===== src/rtl/lru_replacer_if.sv =====
// ============================================================================
// lru_replacer_if : lookup/invalidate/flush bus between controller and LRU unit
// Rev 1.0
// ============================================================================
`default_nettype none

interface lru_replacer_if #(
  parameter int WAYS = 4,
  parameter int SETS = 16
);
  localparam int WAY_W = $clog2(WAYS);
  localparam int IDX_W = $clog2(SETS);

  logic             req_valid;
  logic [IDX_W-1:0] req_index;
  logic             req_hit;
  logic [WAY_W-1:0] req_way;
  logic             inv_valid;
  logic [IDX_W-1:0] inv_index;
  logic [WAY_W-1:0] inv_way;
  logic             flush;
  logic             resp_valid;
  logic [WAY_W-1:0] resp_way;
  logic             busy;

  modport master (
    output req_valid, req_index, req_hit, req_way,
    output inv_valid, inv_index, inv_way, flush,
    input  resp_valid, resp_way, busy
  );

  modport slave (
    input  req_valid, req_index, req_hit, req_way,
    input  inv_valid, inv_index, inv_way, flush,
    output resp_valid, resp_way, busy
  );
endinterface

`default_nettype wire


===== src/rtl/lru_replacer.sv =====
// ============================================================================
// lru_replacer : true-LRU victim selection with per-way valid bits and flush
// Rev 1.0
// ============================================================================
`default_nettype none

module lru_replacer #(
  parameter int WAYS = 4,
  parameter int SETS = 16
) (
  input  logic               clk,
  input  logic               reset,
  lru_replacer_if.slave      bus
);
  localparam int WAY_W = $clog2(WAYS);
  localparam int IDX_W = $clog2(SETS);

  typedef enum logic [0:0] {
    IDLE  = 1'b0,
    FLUSH = 1'b1
  } state_t;

  state_t           state;
  state_t           state_next;
  logic [IDX_W-1:0] fc;

  logic [WAYS-1:0]  valid_mem [SETS];
  logic [WAY_W-1:0] age_mem   [SETS][WAYS];

  logic             accept;
  logic [WAYS-1:0]  set_valid;
  logic [WAY_W-1:0] set_age   [WAYS];
  logic [WAY_W-1:0] new_age   [WAYS];
  logic             free_found;
  logic [WAY_W-1:0] free_way;
  logic [WAY_W-1:0] lru_way;
  logic [WAY_W-1:0] target;
  logic             resp_valid_q;
  logic [WAY_W-1:0] resp_way_q;

  assign accept = bus.req_valid && (state == IDLE);

  // Victim choice: lowest invalid way first, otherwise the oldest way.
  always_comb begin
    set_valid  = valid_mem[bus.req_index];
    free_found = 1'b0;
    free_way   = '0;
    lru_way    = '0;
    for (int w = 0; w < WAYS; w++) begin
      set_age[w] = age_mem[bus.req_index][w];
    end
    for (int w = WAYS - 1; w >= 0; w--) begin
      if (!set_valid[w]) begin
        free_found = 1'b1;
        free_way   = WAY_W'(w);
      end
    end
    for (int w = 0; w < WAYS; w++) begin
      if (set_age[w] == WAY_W'(WAYS - 1)) begin
        lru_way = WAY_W'(w);
      end
    end
    if (bus.req_hit) begin
      target = bus.req_way;
    end else if (free_found) begin
      target = free_way;
    end else begin
      target = lru_way;
    end
    for (int w = 0; w < WAYS; w++) begin
      if (WAY_W'(w) == target) begin
        new_age[w] = '0;
      end else if (set_age[w] < set_age[target]) begin
        new_age[w] = set_age[w] + WAY_W'(1);
      end else begin
        new_age[w] = set_age[w];
      end
    end
  end

  always_comb begin
    state_next = state;
    case (state)
      IDLE:    if (bus.flush) state_next = FLUSH;
      FLUSH:   if (fc == IDX_W'(SETS - 1)) state_next = IDLE;
      default: state_next = IDLE;
    endcase
  end

  always_ff @(posedge clk or posedge reset) begin
    if (reset) begin
      state <= IDLE;
      fc    <= '0;
    end else begin
      state <= state_next;
      fc    <= (state == FLUSH) ? fc + IDX_W'(1) : '0;
    end
  end

  // Invalidate is written last so it overrides a fill of the same way.
  always_ff @(posedge clk or posedge reset) begin
    if (reset) begin
      for (int s = 0; s < SETS; s++) begin
        valid_mem[s] <= '0;
        for (int w = 0; w < WAYS; w++) begin
          age_mem[s][w] <= WAY_W'(w);
        end
      end
    end else if (state == FLUSH) begin
      valid_mem[fc] <= '0;
      for (int w = 0; w < WAYS; w++) begin
        age_mem[fc][w] <= WAY_W'(w);
      end
    end else begin
      if (accept) begin
        for (int w = 0; w < WAYS; w++) begin
          age_mem[bus.req_index][w] <= new_age[w];
        end
        if (!bus.req_hit) begin
          valid_mem[bus.req_index][target] <= 1'b1;
        end
      end
      if (bus.inv_valid) begin
        valid_mem[bus.inv_index][bus.inv_way] <= 1'b0;
      end
    end
  end

  always_ff @(posedge clk or posedge reset) begin
    if (reset) begin
      resp_valid_q <= 1'b0;
      resp_way_q   <= '0;
    end else begin
      resp_valid_q <= accept;
      if (accept) begin
        resp_way_q <= target;
      end
    end
  end

  assign bus.resp_valid = resp_valid_q;
  assign bus.resp_way   = resp_way_q;
  assign bus.busy       = (state == FLUSH);

endmodule

`default_nettype wire

===== src/flat_wrapper.sv =====
// flat-port wrapper written by rule: the top's interface ports become plain ports
module lru_replacer_flat 
#(
  parameter int WAYS = 4,
  parameter int SETS = 16
)
  (clk, reset, bus_req_valid, bus_req_index, bus_req_hit, bus_req_way, bus_inv_valid, bus_inv_index, bus_inv_way, bus_flush, bus_resp_valid, bus_resp_way, bus_busy);
  lru_replacer_if #(.WAYS(WAYS), .SETS(SETS)) bus_i ();
  input  logic clk;
  input  logic reset;
  input wire logic [$bits(bus_i.req_valid)-1:0] bus_req_valid;
  input wire logic [$bits(bus_i.req_index)-1:0] bus_req_index;
  input wire logic [$bits(bus_i.req_hit)-1:0] bus_req_hit;
  input wire logic [$bits(bus_i.req_way)-1:0] bus_req_way;
  input wire logic [$bits(bus_i.inv_valid)-1:0] bus_inv_valid;
  input wire logic [$bits(bus_i.inv_index)-1:0] bus_inv_index;
  input wire logic [$bits(bus_i.inv_way)-1:0] bus_inv_way;
  input wire logic [$bits(bus_i.flush)-1:0] bus_flush;
  output wire logic [$bits(bus_i.resp_valid)-1:0] bus_resp_valid;
  output wire logic [$bits(bus_i.resp_way)-1:0] bus_resp_way;
  output wire logic [$bits(bus_i.busy)-1:0] bus_busy;
  assign bus_i.req_valid = bus_req_valid;
  assign bus_i.req_index = bus_req_index;
  assign bus_i.req_hit = bus_req_hit;
  assign bus_i.req_way = bus_req_way;
  assign bus_i.inv_valid = bus_inv_valid;
  assign bus_i.inv_index = bus_inv_index;
  assign bus_i.inv_way = bus_inv_way;
  assign bus_i.flush = bus_flush;
  assign bus_resp_valid = bus_i.resp_valid;
  assign bus_resp_way = bus_i.resp_way;
  assign bus_busy = bus_i.busy;
  lru_replacer #(.WAYS(WAYS), .SETS(SETS)) u_core (.clk(clk), .reset(reset), .bus(bus_i));
endmodule

===== config.mk =====
export PLATFORM = sky130hd
export DESIGN_NAME = lru_replacer_flat
export DESIGN_NICKNAME = d
export VERILOG_FILES = /design/src/rtl/lru_replacer_if.sv /design/src/rtl/lru_replacer.sv /design/src/flat_wrapper.sv
export SDC_FILE = /design/constraint.sdc
export NUM_CORES = 1
export LEC_CHECK = 0
export CORE_UTILIZATION = 35
export DETAILED_ROUTE_END_ITERATION = 12
export SYNTH_ARGS = -nofsm -noshare
export SYNTH_HDL_FRONTEND = slang
export SYNTH_SLANG_ARGS = --single-unit

===== constraint.sdc =====
create_clock -name clk -period 6.2 [get_ports clk]
set_input_delay 1.24 -clock clk [delete_from_list [all_inputs] [get_ports clk]]
set_output_delay 1.24 -clock clk [all_outputs]
set_load 0.1 [all_outputs]

==> summary.txt <==
Status
  – Result of the run: finished, final reports clean

CTS
  – TritonCTS clock tree: yes
  – Clock transition at the registers of the reported paths: 0.08 ns
  – CTS Buf Count: 17
  – CTS max path bufs: 2
  – Clock Latency Late Sink: 0.46 ns
  – CTS H-tree depth: 4
  – Cts hold-fix bufs: 0
  – Setup Fix Bufs, Post-CTS: 0
  – CTS sink count: 200
  – CTS resizes: 0
  – Root Buffer: clkbuf_16

Timing
  – RSZ-0062 raised after global routing: no
  – Slew HR: 0.107
  – Slew Limit Fails: 0
  – Worst-Margin Slew: 1.33 ns
  – Clk_skew: 0.0126 ns
  – Setup TNS after final layout: 0 ns
  – Period utilization: 0.883
  – Final Hold Viols: 0
  – Final min period: 5.48 ns
  – Fmax: 183 MHz
  – Setup violators final: 0

Logic synthesis
  – Post-synth top cells: 159 x a21oi_1, 136 x dfrtp_1, 97 x nor2_1
  – Mean Syn Cell Area: 10.1 sq um
  – Top FF cell, synth: dfrtp_1
  – Cell taking the most area after synthesis: dfrtp_1
  – Register bit total from synthesis: 200
  – Most numerous cell in the Yosys netlist: a21oi_1
  – Synth Instances: 1106
  – Number of synthesized flops with an enable pin: 0
  – FFs w/ async S/R, synth: 1.00
  – Post-Syn Area: 11200 sq um
  – Synth area leaders: dfrtp_1 30%, dfstp_2 15%, mux4_2 7.8%
  – Syn. warnings: 0
  – Top cell type's share of synthesized area: 0.304
  – Post-Syn Nets: 1131
  – Unique masters post-synth: 76
  – Sequential area share after synthesis: 0.453

GRT
  – Gr usage total: 0.227
  – Gr ovfl total: 0
  – Vias in the first global route: 9167
  – First-pass GRT wire length: 56400 um
  – Initial antenna violation count: 0
  – Largest net degree at the start of global routing: 129

Critical path
  – CP dominant cell by count: buf_4
  – CP max stage delay: 0.61 ns
  – CP Data Required Time: 6.60 ns
  – CP top delay family: multiplexers
  – Worst-path cell chain: buf_4 > buf_4 > mux4_2 > mux4_2 > ha_1 > nor2b_1 > o32ai_2 > a21o_1 > mux2_4 > o31ai_1 > buf_4 > and2_2 > a22o_1
  – CP Class: in2reg
  – Critical path fanouts, max: 30
  – Critical path arrival: 5.88 ns
  – Critical Path Start Type: input pin
  – Crit. End Element: register
  – Slowest CP cell: mux4_2
  – WP buf/inv: 3

Pwr
  – Internal power: 2.38 mW
  – Comb pwr share: 0.292
  – Power per cell area: 312 nW/um^2
  – LEAKAGE: 5.09 nW
  – Psw: 1.49 mW
  – Clk network pwr share: 0.308
  – Flop pwr share: 0.400
  – Switching Share: 0.384
  – Peak supply drop: 181 uV

Detailed routing
  – Drc violations: 0
  – Post-DR wirelength/cell: 24.2 um
  – Initial DRC count: 1074
  – Vias: 9488
  – DRT Pass-1 Iters: 5
  – Vias per cell: 6.25
  – Drt total wl: 36700 um
  – Post-route ant nets: 0

Cells and area
  – Finished Cell Area: 12400 sq um
  – Layout area overhead: 10.4%
  – Layout Cells excl Fill: 1517
  – Final #Nets: 1127
  – FILL cells: 3063
  – Ant diodes: 0
  – Share of cells above drive strength 1: 0.170

Floorplanning
  – Starting Density: 0.355
  – Total core area: 31600 sq um
  – Die ar.: 32800 sq um
  – Io pins: 22
  – Row count: 65
  – Die height: 181 um
  – Die Width: 181 um

Run
  – MaxCap Viol Count: 0

Placement
  – Final GP Congestion: 0.883
  – Post-DP HPWL: 25400 um
  – Area after DPL: 11800 sq um
  – Post-Place Cells: 1485
  – IO buf count: 21

Worst hold path
  – Min-delay worst type: reg2reg
## cell type report
cell class,instances,area (sq um),share of cell area
Inverter,19,76.3,0.00616
Tap cell,402,503,0.0406
Multi-Input combinational cell,818,5700,0.461
Clock buffer,17,425,0.0344
Clock inverter,15,183,0.0148
Sequential cell,200,5090,0.411
Timing Repair Buffer,46,403,0.0325
## power groups by stage
stage / combinational (mW) / clock [mW] / sequential [mW]
finish: 1.13 / 1.19 / 1.55
global route: 1.21 / 1.25 / 1.56
CTS: 1.11 / 1.20 / 1.54
detailed placement: 1.11 / 0 / 1.57
global placement: 1.09 / 0 / 1.57
floorplan: 0.757 / 0 / 1.55
## through the flow
step | hold slack [ns] | setup slack [ns] | utilization | total power [mW]
2_1_floorplan | 0.442 | 1.15 | - | 2.31
6_report | 0.481 | 0.722 | 0.392 | 3.87
3_5_place_dp | 0.465 | 0.269 | 0.373 | 2.67
4_1_cts | 0.483 | 0.740 | 0.392 | 3.85
3_3_place_gp | 0.458 | 0.303 | 0.373 | 2.66
5_1_grt | 0.504 | 0.554 | 0.392 | 4.02
## path summary, 6_finish.rpt
check | from | endpoint | slack (ns) | cells after the start
max | bus_req_index[0] | u_core.age_mem[45]$_DFFE_PP0P_ | 0.72 | 13
min | u_core.age_mem[106]$_DFFE_PP0P_ | u_core.age_mem[106]$_DFFE_PP0P_ | 0.48 | 2
max reg2reg | u_core.age_mem[3]$_DFFE_PP1P_ | u_core.age_mem[45]$_DFFE_PP0P_ | 1.82 | 13
min reg2reg | u_core.age_mem[106]$_DFFE_PP0P_ | u_core.age_mem[106]$_DFFE_PP0P_ | 0.48 | 2
max in group asynchronous | reset | u_core.valid_mem[40]$_DFF_PP0_ | 3.80 | 3
min in group asynchronous | reset | u_core.age_mem[22]$_DFFE_PP0P_ | 1.27 | 2
## routing by layer
layer | routed length (um) | part of all wire | GRT usage | vias up
li1 | - | - | - | 4143
met1 | 15700 | 0.43 | 0.314 | 4792
met2 | 17100 | 0.47 | 0.356 | 480
met3 | 2620 | 0.071 | 0.0351 | 73
met4 | 1260 | 0.034 | 0.0966 | 0
met5 | 0 | 0 | 0 | -
## flip-flops by register name, indices dropped and copies added, names as in the netlist
| signal | cells |
|---|---|
| u_core.bus.resp_valid | 1 |
| u_core.valid_mem | 64 |
| u_core.bus.busy | 1 |
| u_core.bus.resp_way | 2 |
| u_core.fc | 4 |
| u_core.age_mem | 128 |
## worst register-to-register path: cells and delay by family (launching register included)
| kind | cells | cell delay, ns |
|---|---|---|
| adder cells (fa/ha/maj) | 1 | 0.29 |
| multiplexers | 4 | 1.62 |
| AND/OR/NAND/NOR | 3 | 0.57 |
| AO/OA/AOI/OAI | 4 | 1.27 |
| buffers and inverters | 1 | 0.19 |
| flip-flops | 1 | 0.38 |
## layout by cell type, fill, tap and decap left out, types with 11 or more instances in the layout
master           count
a31oi_1             41
buf_4               25
o21ai_0             72
a22o_1              31
a22oi_1             11
nand3_1             20
mux2i_1             21
mux4_2              39
dfrtp_1            135
nor3_1              38
nand2_1             86
o22a_1              29
inv_1               15
nor2b_1             18
clkdlybuf4s50_1     19
dfstp_2             64
a21o_1              57
nor2_1              96
a21oi_1            159
clkbuf_16           17
## cells by family after synthesis
logic type | synth area share
AO/OA/AOI/OAI | 0.259
AND/OR/NAND/NOR | 0.119
flip-flops | 0.453
buffers and inverters | 0.0393
multiplexers | 0.121
adder cells (fa/ha/maj) | 0.00781
XOR/XNOR | 0.000781
Note: power is estimated with default switching activity, not from simulation.
==> variant, RTL diff (same settings) <==
Reset style: synchronous (`reset`), changed in 3 clocked blocks.
--- a/src/rtl/lru_replacer.sv
+++ b/src/rtl/lru_replacer.sv
@@ -88,5 +88,5 @@
   end
 
-  always_ff @(posedge clk or posedge reset) begin
+  always_ff @(posedge clk) begin
     if (reset) begin
       state <= IDLE;
@@ -99,5 +99,5 @@
 
   // Invalidate is written last so it overrides a fill of the same way.
-  always_ff @(posedge clk or posedge reset) begin
+  always_ff @(posedge clk) begin
     if (reset) begin
       for (int s = 0; s < SETS; s++) begin
@@ -127,5 +127,5 @@
   end
 
-  always_ff @(posedge clk or posedge reset) begin
+  always_ff @(posedge clk) begin
     if (reset) begin
       resp_valid_q <= 1'b0;
Function: not settled (the Yosys comparison gave no result); the edit may change what the design does.
==> variant against the unedited design <==
- die area decreased by 5.9%
- via count decreased by 18%
- area after synthesis decreased by 6.0%
- critical endpoint is now u_core.age_mem[7][3]
- wire length decreased by 20%
- worst setup slack got worse by 0.21 ns
- core utilization increased by 0.56 points
- sequential cell count unchanged
- cell area decreased by 4.7%
Power is not compared: it rests on default switching activity, and its combinational part moved more than twofold at a synthesized area within 25%.
==> variant: results (changes against the unedited design) <==
- Synth area leaders: edfxtp_1, dfxtp_1, mux4_2
- Fraction of layout cells with a size suffix above 1: 19.0% (+2.0 points)
- Hold_sp: u_core.bus.resp_way[0]
- First-pass GRT wire length: 45.7 mm (-19%)
- FF/Latch Area: 5290 um^2 (+3.9%)
- WL per Instance: 21.8 um (-9.8%)
- Fill count: 2863 (-6.5%)
- EDFF count, synth: 128 (+128)
- NumNets Final: 965 (-14%)
- M1 GR Usage: 28.4% (-2.9 points)
- Data-path buffer share of cell area in the final layout: 3.76% (+0.50 points)
- Worst R2R Setup Slack: 1.42 ns (-0.40 ns)
- DRT iter0 DRCs: 857 (-20%)
- Met2 Track Usage GR: 29.5% (-6.0 points)
- Relative slew slack: 14.2% (+3.5 points)
- Multi-input combinational area share: 41.8% (-4.3 points)
- Routability cong.: 0.908 (+2.8%)
- Routed met2 length: 13.4 mm (-21%)
- Non-clock buffer count: 53 (+15%)
- Vias/cell: 5.79 (-7.5%)
- Status: complete, no violations
- Layout clock buffers: 18 (+1)
- Met3 wire len: 1.67 mm (-36%)
- Synth Net Count: 956 (-15%)
- Post-DP HPWL: 19.7 mm (-22%)
- Placeable Area: 29600 um^2 (-6.1%)
- Mapped Avg Cell Area: 11.3 um^2 (+12%)
- Asr flop ratio synth: 0% (-100 points)
- Dpl ws: 0.0985 ns (-0.171 ns)
- Number of global-route vias before repair: 7503 (-18%)
- Met1 WL: 13.6 mm (-13%)
- Cell count after placement: 1310 (-12%)
- Crit-path max FO: 28 (-6.7%)
- Total GRT Usage: 19.4% (-3.3 points)
- Post-DP Area: 11200 um^2 (-5.2%)
- Netlist cell types: 72 (-5.3%)
- Final wirelength: 29.2 mm (-20%)
- Post-synthesis sequential area ratio: 50.1% (+4.8 points)
- Worst Setup EP: u_core.age_mem[7][3]
- Comb_multi_in: 660 (-19%)
- Critical Path AT: 5.87 ns (about the same)
- Pin count of the biggest net entering global routing: 72 (-44%)
- Hold Crit Endpoint: u_core.bus.resp_way[0]
variant: cell count changes in the layout (fill, tap and decap cells not counted), moves of 50 or more:
cell      unedited run  this run
o21ai_0             72        11
nand2b_1            10        60
dfxtp_1              0        72
a21oi_1            159        93
dfrtp_1            135         0
edfxtp_1             0       128
a21o_1              57         1
dfstp_2             64         0
variant: kinds of logic after synthesis:
| kind of cell | share of synthesized area, % |
|---|---|
| AOI/OAI and AO/OA | 15.0 |
| xor gates and xnor gates | 0.249 |
| adders and majority gates | 0.949 |
| buffers and inverters | 3.64 |
| DFF | 50.1 |
| muxes | 12.5 |
| and+or+nand+nor | 17.6 |
variant: critical path, stage by stage:
cell and delay [ns]:
buf_2 0.10, buf_12 0.23, buf_4 0.20, mux4_2 0.50, a22oi_1 0.29, nand2_1 0.27
ha_1 0.30, nor2b_1 0.17, o211a_1 0.19, o31a_1 0.22, nor2_4 0.06, mux2_4 0.30
o21ai_2 0.22, ha_2 0.27, nor3_2 0.07, a21boi_2 0.21, a2111oi_2 0.36, nor4b_2 0.12
a31oi_4 0.15, buf_4 0.28, nand2_1 0.10
variant: stage by stage:
| stage | hold slack [ns] | util, % |
|---|---|---|
| 4_1_cts | 0.506 | 39.8 |
| 3_5_place_dp | 0.488 | 37.7 |
| 6_report | 0.495 | 39.8 |
| 2_1_floorplan | 0.487 | - |
| 5_1_grt | 0.556 | 39.8 |
| 3_3_place_gp | 0.483 | 37.7 |
variant: power groups by stage:
stage / combinational, mW / clock (mW) / sequential, mW
3_5_place_dp: 0.396 / 0 / 1.48
6_report: 0.400 / 1.17 / 1.45
5_1_grt: 0.425 / 1.23 / 1.45
3_3_place_gp: 0.395 / 0 / 1.48
2_1_floorplan: 0.266 / 0 / 1.48
4_1_cts: 0.397 / 1.18 / 1.45
